==> src/rtl/game_event_generator_pkg.sv <==
// Shared definitions for the game event generator and the game state controller.
//   - game_state_e : controller state encoding (01 is treated as TITLE)
//   - seq_state_e  : restart sequencer states
//   - default timing/geometry constants and counter width helper
package game_event_generator_pkg;

  typedef enum logic [1:0] {
    GS_TITLE     = 2'b00,
    GS_TITLE_ALT = 2'b01,
    GS_PLAYING   = 2'b10,
    GS_GAME_OVER = 2'b11
  } game_state_e;

  typedef enum logic [1:0] {
    SEQ_IDLE     = 2'b00,
    SEQ_WAIT_MIN = 2'b01,
    SEQ_ARMED    = 2'b10,
    SEQ_FIRE     = 2'b11
  } seq_state_e;

  localparam int unsigned DEF_COORD_W           = 10;
  localparam int unsigned DEF_NUM_GHOSTS        = 4;
  localparam int unsigned DEF_HIT_DIST          = 12;
  localparam int unsigned DEF_DEBOUNCE_CYCLES   = 1_000_000;
  localparam int unsigned DEF_GO_MIN_CYCLES     = 100_000_000;
  localparam int unsigned DEF_GO_TIMEOUT_CYCLES = 500_000_000;

  // Cycle counters get one spare bit above what the largest count needs.
  function automatic int unsigned cnt_width(input int unsigned max_cycles);
    return $clog2(max_cycles) + 1;
  endfunction

endpackage

==> src/rtl/game_event_generator_btn_debounce.sv <==
// Button synchroniser, debouncer and rising-edge pulse generator.
//   clk_i     : system clock
//   reset     : asynchronous active-high reset
//   btn_raw_i : raw pushbutton, asynchronous to clk_i
//   pulse_o   : one-cycle pulse the cycle after the debounced level rises
module btn_debounce
  import game_event_generator_pkg::*;
#(
  parameter int unsigned DEBOUNCE_CYCLES = DEF_DEBOUNCE_CYCLES
) (
  input  logic clk_i,
  input  logic reset,
  input  logic btn_raw_i,
  output logic pulse_o
);

  localparam int unsigned CNT_W = cnt_width(DEBOUNCE_CYCLES);
  localparam logic [CNT_W-1:0] CNT_LAST = CNT_W'(DEBOUNCE_CYCLES - 1);

  logic             sync1_q, sync2_q;
  logic             level_q, level_d;
  logic             level_dly_q;
  logic             pulse_q;
  logic [CNT_W-1:0] cnt_q, cnt_d;

  // Counter runs only while the synchronised input disagrees with the accepted level.
  always_comb begin
    cnt_d   = '0;
    level_d = level_q;
    if (sync2_q != level_q) begin
      if (cnt_q == CNT_LAST) begin
        level_d = ~level_q;
      end else begin
        cnt_d = cnt_q + CNT_W'(1);
      end
    end
  end

  always_ff @(posedge clk_i or posedge reset) begin
    if (reset) begin
      sync1_q     <= 1'b0;
      sync2_q     <= 1'b0;
      level_q     <= 1'b0;
      level_dly_q <= 1'b0;
      cnt_q       <= '0;
      pulse_q     <= 1'b0;
    end else begin
      sync1_q     <= btn_raw_i;
      sync2_q     <= sync1_q;
      level_q     <= level_d;
      level_dly_q <= level_q;
      cnt_q       <= cnt_d;
      pulse_q     <= level_q & ~level_dly_q;
    end
  end

  assign pulse_o = pulse_q;

endmodule

==> src/rtl/game_event_generator.sv <==
// Event generator feeding the game state controller: debounced button pulse,
// Pac-Man/ghost collision level and the game-over restart request.
//   clk_i        : system clock
//   reset        : asynchronous active-high reset
//   btn_raw_i    : raw centre pushbutton
//   game_state_i : controller state read back (TITLE/PLAYING/GAME_OVER)
//   pac_x_i/y_i  : Pac-Man position
//   ghost_x_i/y_i: packed ghost positions, ghost 0 in the LSBs
//   btn_pulse_o  : one-cycle debounced press pulse
//   collision_o  : registered overlap level, only during PLAYING
//   restart_o    : one-cycle restart request out of GAME_OVER
module game_event_generator
  import game_event_generator_pkg::*;
#(
  parameter int unsigned COORD_W           = DEF_COORD_W,
  parameter int unsigned NUM_GHOSTS        = DEF_NUM_GHOSTS,
  parameter int unsigned HIT_DIST          = DEF_HIT_DIST,
  parameter int unsigned DEBOUNCE_CYCLES   = DEF_DEBOUNCE_CYCLES,
  parameter int unsigned GO_MIN_CYCLES     = DEF_GO_MIN_CYCLES,
  parameter int unsigned GO_TIMEOUT_CYCLES = DEF_GO_TIMEOUT_CYCLES
) (
  input  logic                          clk_i,
  input  logic                          reset,
  input  logic                          btn_raw_i,
  input  logic [1:0]                    game_state_i,
  input  logic [COORD_W-1:0]            pac_x_i,
  input  logic [COORD_W-1:0]            pac_y_i,
  input  logic [NUM_GHOSTS*COORD_W-1:0] ghost_x_i,
  input  logic [NUM_GHOSTS*COORD_W-1:0] ghost_y_i,
  output logic                          btn_pulse_o,
  output logic                          collision_o,
  output logic                          restart_o
);

  localparam int unsigned SEQ_MAX   = (GO_TIMEOUT_CYCLES > GO_MIN_CYCLES) ?
                                      GO_TIMEOUT_CYCLES : GO_MIN_CYCLES;
  localparam int unsigned SEQ_CNT_W = cnt_width(SEQ_MAX);
  localparam logic [SEQ_CNT_W-1:0] MIN_LAST = SEQ_CNT_W'(GO_MIN_CYCLES - 1);
  localparam logic [SEQ_CNT_W-1:0] TO_LAST  = SEQ_CNT_W'(GO_TIMEOUT_CYCLES - 1);
  // One extra bit so any HIT_DIST up to the full coordinate range is representable.
  localparam logic [COORD_W:0]     HIT_LIM  = (COORD_W+1)'(HIT_DIST);

  // ---------------------------------------------------------------- button
  logic btn_pulse;

  btn_debounce #(
    .DEBOUNCE_CYCLES(DEBOUNCE_CYCLES)
  ) u_btn_debounce (
    .clk_i    (clk_i),
    .reset    (reset),
    .btn_raw_i(btn_raw_i),
    .pulse_o  (btn_pulse)
  );

  assign btn_pulse_o = btn_pulse;

  // ------------------------------------------------------------- collision
  logic [NUM_GHOSTS-1:0] hit_c;
  logic                  collision_q;

  // Absolute differences taken by ordering the operands, so nothing wraps.
  for (genvar g = 0; g < NUM_GHOSTS; g++) begin : g_ghost
    logic [COORD_W-1:0] gx, gy, dx, dy;
    assign gx       = ghost_x_i[g*COORD_W +: COORD_W];
    assign gy       = ghost_y_i[g*COORD_W +: COORD_W];
    assign dx       = (gx >= pac_x_i) ? (gx - pac_x_i) : (pac_x_i - gx);
    assign dy       = (gy >= pac_y_i) ? (gy - pac_y_i) : (pac_y_i - gy);
    assign hit_c[g] = ({1'b0, dx} <= HIT_LIM) && ({1'b0, dy} <= HIT_LIM);
  end

  always_ff @(posedge clk_i or posedge reset) begin
    if (reset) begin
      collision_q <= 1'b0;
    end else begin
      collision_q <= (game_state_i == GS_PLAYING) && (|hit_c);
    end
  end

  assign collision_o = collision_q;

  // ------------------------------------------------------ restart sequencer
  seq_state_e           state_q, state_d;
  logic [SEQ_CNT_W-1:0] cnt_q, cnt_d;
  logic                 fired_q, fired_d;
  logic                 restart_q, restart_d;
  logic                 in_go_c;

  assign in_go_c = (game_state_i == GS_GAME_OVER);

  // fired_q blocks a second sequence until the controller leaves GAME_OVER.
  always_comb begin
    state_d = state_q;
    cnt_d   = cnt_q;
    fired_d = in_go_c ? (fired_q | (state_q == SEQ_FIRE)) : 1'b0;
    unique case (state_q)
      SEQ_IDLE: begin
        if (in_go_c && !fired_q) begin
          cnt_d   = '0;
          state_d = SEQ_WAIT_MIN;
        end
      end
      SEQ_WAIT_MIN: begin
        if (!in_go_c) begin
          state_d = SEQ_IDLE;
        end else begin
          cnt_d = cnt_q + SEQ_CNT_W'(1);
          if (cnt_q == MIN_LAST) state_d = SEQ_ARMED;
        end
      end
      SEQ_ARMED: begin
        if (!in_go_c) begin
          state_d = SEQ_IDLE;
        end else begin
          cnt_d = cnt_q + SEQ_CNT_W'(1);
          if (btn_pulse || (cnt_q == TO_LAST)) state_d = SEQ_FIRE;
        end
      end
      SEQ_FIRE: begin
        state_d = SEQ_IDLE;
      end
      default: begin
        state_d = SEQ_IDLE;
      end
    endcase
    restart_d = (state_d == SEQ_FIRE);
  end

  always_ff @(posedge clk_i or posedge reset) begin
    if (reset) begin
      state_q   <= SEQ_IDLE;
      cnt_q     <= '0;
      fired_q   <= 1'b0;
      restart_q <= 1'b0;
    end else begin
      state_q   <= state_d;
      cnt_q     <= cnt_d;
      fired_q   <= fired_d;
      restart_q <= restart_d;
    end
  end

  assign restart_o = restart_q;

endmodule

==> config.mk <==
export PLATFORM = sky130hd
export DESIGN_NAME = game_event_generator
export DESIGN_NICKNAME = d
export VERILOG_FILES = /design/src/rtl/game_event_generator_pkg.sv /design/src/rtl/game_event_generator_btn_debounce.sv /design/src/rtl/game_event_generator.sv
export SDC_FILE = /design/constraint.sdc
export NUM_CORES = 1
export LEC_CHECK = 0
export CORE_ASPECT_RATIO = 0.5
export CORE_MARGIN = 10
export CORE_UTILIZATION = 53
export CTS_CLUSTER_SIZE = 30
export DETAILED_ROUTE_END_ITERATION = 16
export PLACE_DENSITY_LB_ADDON = 0.08
export SLEW_MARGIN = 20
export SYNTH_ARGS = -nofsm -noshare
export SYNTH_HDL_FRONTEND = slang
export SYNTH_SLANG_ARGS = --single-unit
==> constraint.sdc <==
create_clock -name clk_i -period 2.5 [get_ports clk_i]
set_input_delay 0.5 -clock clk_i [delete_from_list [all_inputs] [get_ports clk_i]]
set_output_delay 0.5 -clock clk_i [all_outputs]
set_load 0.01 [all_outputs]
Word level (Yosys, flattened, before mapping). Cells that the tools add are included. W data, S select, Z words.

Flip-flop bits (word level): 61. Input port bits: 105. Output and inout port bits: 3. Word-level logic and storage cells: 95.

Add/subtract/negate cells: 18. Order comparisons: 16. Equality and inequality tests: 12. Multiplexer cells: 20. Bitwise logic cells: 4. Reduce and logical (&&, ||, !) cells: 14.

Operators with widths (number): $sub A10 B10 Y10 (16); $ge A10 B10 Y1 (8); $le A10 B4 Y1 const B (8); $mux W10 (8); $mux W30 (2); $pmux W30 S2 (1); $mux W21 (2); $add A30 B1 Y30 const B (1); $eq A30 B27 Y1 const B (1); $eq A30 B29 Y1 const B (1); $add A21 B1 Y21 const B (1); $eq A21 B20 Y1 const B (1); $eq A2 B2 Y1 const B (5); $mux W2 (5); $pmux W2 S4 (1); $logic_and A1 B1 Y1 (6); $reduce_or A4 Y1 (1); $reduce_and A3 Y1 (1); $eq A2 B1 Y1 const B (1); $logic_not A2 Y1 (1); $ne A2 B1 Y1 const B (1); $ne A2 B2 Y1 const B (1); $not A1 Y1 (2); $reduce_and A2 Y1 (1); other kinds (8) (8).

Depth between registers and ports, before layout.
Word-level depth: 6. Depth in mapped cells: 14. Gate-level depth less buffers: 12.

Cells and area by module. A second synthesis with hierarchy kept.

Cells, all modules: 1216. Area total of the unflattened synthesis: 9397.8 sq um.

By module, submodules not included: game_event_generator (times used 1, cells each 1095, area an instance 8166.6 sq um); btn_debounce (times used 1, cells each 121, area an instance 1231.2 sq um).

Worst setup path before layout. Ideal clock, no wire load.

Path kind: input to register. Start: input port pac_x_i[7]. End: register collision_q (netlist: collision_o). Setup time: 137 ps. Arrival: 2714 ps. Setup slack: -351 ps. Stages on the path: 13. Cell sequence: inv_1 -> ha_1 -> buf_4 -> nand4_1 -> or3_1 -> a32oi_2 -> o21bai_4 -> mux2_1 -> a31oi_1 -> xnor2_1 -> nor4b_2 -> o21bai_1 -> o311ai_1.

Word-level cells in the longest chain between the ends: 6. Elaborated cells on any way between the ends: 26.

RTL lines: start: declaration (RTL line game_event_generator.sv:26) `input logic [COORD_W-1:0] pac_x_i,`; $sub A10 B10 Y10 / $ge A10 B10 Y1 (equally long branches) (RTL line game_event_generator.sv:66) `assign dx = (gx >= pac_x_i) ? (gx - pac_x_i) : (pac_x_i - gx);`; $mux W10 (RTL line game_event_generator.sv:66); $le A10 B4 Y1 (RTL line game_event_generator.sv:68) `assign hit_c[g] = ({1'b0, dx} <= HIT_LIM) && ({1'b0, dy} <= HIT_LIM);`; $logic_and A1 B1 Y1 (RTL line game_event_generator.sv:68); $reduce_or A4 Y1 * (RTL line game_event_generator.sv:75) `collision_q <= (game_state_i == GS_PLAYING) && (|hit_c);`; $logic_and A1 B1 Y1 * (RTL line game_event_generator.sv:75); end signal: assignment (RTL line game_event_generator.sv:75); end: declaration (RTL line game_event_generator.sv:59) `logic collision_q;`.

Every way passes the cells marked *; elsewhere a longest branch is shown, timed or not. A chain may end at the register's enable or synchronous reset.

Worst setup path in the final report.
Start: input port pac_y_i[7]. End: register collision_q (netlist: collision_o).

Word-level cells in the longest chain between the ends: 6. Elaborated cells on any way between the ends: 26.

RTL lines: start: declaration (RTL line game_event_generator.sv:27) `input logic [COORD_W-1:0] pac_y_i,`; $sub A10 B10 Y10 / $ge A10 B10 Y1 (equally long branches) (RTL line game_event_generator.sv:67) `assign dy = (gy >= pac_y_i) ? (gy - pac_y_i) : (pac_y_i - gy);`; $mux W10 (RTL line game_event_generator.sv:67); $le A10 B4 Y1 (RTL line game_event_generator.sv:68); $logic_and A1 B1 Y1 (RTL line game_event_generator.sv:68); $reduce_or A4 Y1 * (RTL line game_event_generator.sv:75); $logic_and A1 B1 Y1 * (RTL line game_event_generator.sv:75).

Marks and branches as above.

==> results.md <==
- Status: finished with violations
- Failing checks: negative setup slack
- Yosys warning count: 0
- Hold_ws: 0.3588 ns
- Max-slew headroom at the worst pin: 0.6106
- CTS tree: done
- Worst Tran Pin Value: 0.5807 ns
- Starting DRC count in detailed routing: slightly below 900
- VDD IR-drop max: about 410 uV
- CP max stage delay: 0.48 ns
- Layout cells sized above 1: 0.3818
- Mapped Cells: roughly 1200
- CTS Hold Bufs: 0
- Critical path class: in2reg
- Buffers & Inverters on Critical Path: 2
- HPWL after DPL: approximately 25000 um
- Chip Width: approximately 210 um
- Unique cell type count in the Yosys netlist: between 80 and 90
- Area occupied by multi-input gates: about 8800 um2
- CP required: between 2 and 3 ns
- Reg-to-reg startpoint: state_q[1]
- Sequence of cells on the critical path: buf_2 > clkinv_4 > ha_4 > a21o_1 > o41ai_4 > o21ai_4 > mux2_4 > a31oi_4 > xnor2_1 > nor3_2 > nand3_1 > o311ai_2
- RSZ-0062 raised after global routing: yes
- Ports: ~110
- Yosys reg bits: just over 60
- Cts bufs inserted: 9
- HP Class: reg2reg
- Clk sinks: a little over 60
- Total wire length: between 30000 and 40000 um
- Gr busiest metal: met2
- Initial antenna violation count: 1
- Filler instances: 896
- Synth area leader: ha_1
- Critical Path Fanout Max: 6
- Total track usage: 0.2924
- Synth Cell Area: between 9000 and 10000 um2
- CTS Root Cell: clkbuf_16
- Met3 global-route usage: 0.03492
- Mapped Nets: approximately 1500
- Initial Utilization: 0.5394
- Final worst path period need: 2.808 ns
- NumNets Final: approximately 1900
- Slew Limit Fails: 0
- Crit start category: input port
- Clock Pin Slew Worst Setup and Hold Paths: roughly 0.070 ns
- Antenna Violating Nets Remaining: 0
- DRC errors left: 0
- Area share of the largest cell type after synthesis: 0.2144
- Fmax achieved: approximately 0.36 GHz
- Via count: about 11000
- M1 GR Usage: 0.3440
- Post-synth EDFFs: 0
- Sequential share of the synthesized area: 0.1635
- Util after Layout: 0.8706
- Synth top cells by count: ha_1 (160), nor2_1 (124), inv_1 (123)
- Grt total ovfl: 0
- CP max-delay cell: o41ai_4
- Max-cap check violation count: 0
- Port-buffer cells: about 110
- Avg Cell Area, Syn: 7.705 um2
- Setup ws final: -0.3079 ns
- Row cnt: 34
- Syn-to-layout area delta: 61.40%
- Fin crit share: 1.123
- Worst setup path start: pac_y_i[7]
- Hold_sp: u_btn_debounce.sync1_q
- Number of global-route vias before repair: ~11000
- Met2 Usage GRT: 0.5342
- Critical Path AT: 3.06 ns
- Synth async-reset ratio: 1.000
- Primary FF master, synth: dfrtp_1
- Leak Pwr: 7.074 nW
- Final Hold Fails: 0
- First-pass GRT wire length: 58160 um
- GP Congestion: ~0.95
- Clock latency on the worst-skew pair: between 0.3 and 0.4 ns
- Crit end category: flip-flop
- Drt wl/cell: about 20 um
- Core area: 17310 um2
- FF+latch area: between 1500 and 2000 um2
- Critical path's top delay family: compound AO/OA/AOI/OAI gates
- CTS Buffer Depth: 2
- Inserted Diodes: 0
- Vias/cell: roughly 6
- Die ar.: 23650 um2
- Die height: 113.9 um
- Clk_skew: between 0.015 and 0.02 ns
- Top cells by area, synth: ha_1 (21%), dfrtp_1 (16%), xor2_1 (5.1%)
- Final setup viols: 1
- Drt pass-1 iters: 5
- Most frequent cell after synthesis: ha_1
- Largest net degree at the start of global routing: between 60 and 70
- H-tree depth: 3
- Power density over the cells: about 380 nW/um2
worst register-to-register path: cells and delay by family, from the launching register on:
| family | cells | cell delay (ns) |
|---|---|---|
| buffers and inverters | 1 | 0.12 |
| and+or+nand+nor | 6 | 0.95 |
| AOI/OAI and AO/OA | 2 | 0.32 |
| xor gates and xnor gates | 1 | 0.17 |
| DFF | 1 | 0.37 |
| adders and majority gates | 1 | 0.26 |
cell usage in the layout, fill, tap and decap left out, drive strengths merged, types with 11 or more instances in the layout:
master,instances
nor3,39
nand2b,16
xnor2,36
a31oi,11
dlygate4sd2,47
a21oi,77
and3,16
mux2i,12
buf,358
o21a,17
nand4,24
clkbuf,14
inv,122
nor2b,29
nand3,43
clkdlybuf4s15,17
nand2,73
ha,160
o21ai,67
dfrtp,61
nor2,124
or3,19
a21o,16
xor2,54
clkdlybuf4s50,27
a211oi,14
layout make-up:
class,count,share of cell area
clock buffers,11,0.01677
flip-flops and latches,61,0.1013
clock inverters,4,0.003154
inverters,123,0.03329
multi-input cells,999,0.5817
well taps,234,0.01942
repair buffers,452,0.2444
cell families (layout without fill, tap and decap cells):
group                    after synthesis  after routing  share of synthesized area
AND/OR/NAND/NOR                      428            428                     0.2299
AO/OA/AOI/OAI                        301            301                     0.2223
adder cells (fa/ha/maj)              160            160                     0.2144
buffers and inverters                152            590                    0.06310
XOR/XNOR                              90             90                    0.08440
multiplexers                          20             20                    0.02251
flip-flops                            61             61                     0.1635
what timing repair did:
item	4_1_cts	5_1_grt
pin swaps	103	33
gates cloned	0	0
endpoints found under the hold margin	0	0
gates resized for setup	399	52
setup buffers	31	5
setup endpoints to repair	1	10
routing by layer:
layer	part of all wire	wire length, um
met5	0.00035	13
met2	0.49	17920
met3	0.060	2233
met4	0.043	1603
met1	0.41	15170
state kept, by name (all words and copies together) (netlist names):
register                    flops
collision_o                     1
u_btn_debounce.level_dly_q      1
u_btn_debounce.cnt_q           21
u_btn_debounce.sync2_q          1
u_btn_debounce.level_q          1
u_btn_debounce.sync1_q          1
restart_o                       1
fired_q                         1
cnt_q                          30
state_q                         2
u_btn_debounce.pulse_o          1
metrics by stage:
step	setup WS, ns	cells	instance area (um2)	power [W]	TNS, ns
after floorplan	-0.3368	1212	9405	0.002547	-0.3368
after global placement	-1.186	1834	13000	0.003686	-2.551
after detailed placement	-1.202	1834	13000	0.003756	-3.172
after CTS	-0.2205	1879	14870	0.005511	-0.2205
after global routing	-0.4175	1884	15070	0.006036	-0.4713
final	-0.3079	1884	15070	0.005754	-0.3079
worst paths after layout:
check | endpoint | slack, ns | cells past startpoint
max in group asynchronous | u_btn_debounce.cnt_q[3] | 1.66 | 3
min in group asynchronous | cnt_q[26] | 0.56 | 3
setup reg to reg | cnt_q[28] | 0.18 | 11
hold / removal | u_btn_debounce.sync2_q | 0.36 | 0
setup / recovery | collision_o | -0.31 | 12
hold reg to reg | u_btn_debounce.sync2_q | 0.36 | 0
where the power goes:
part           switching [W]  internal [W]
Combinational        0.00172       0.00169
Sequential         0.0000331       0.00102
Clock               0.000478      0.000817
Total                0.00223       0.00352
Note: power is estimated with default switching activity, not from simulation.
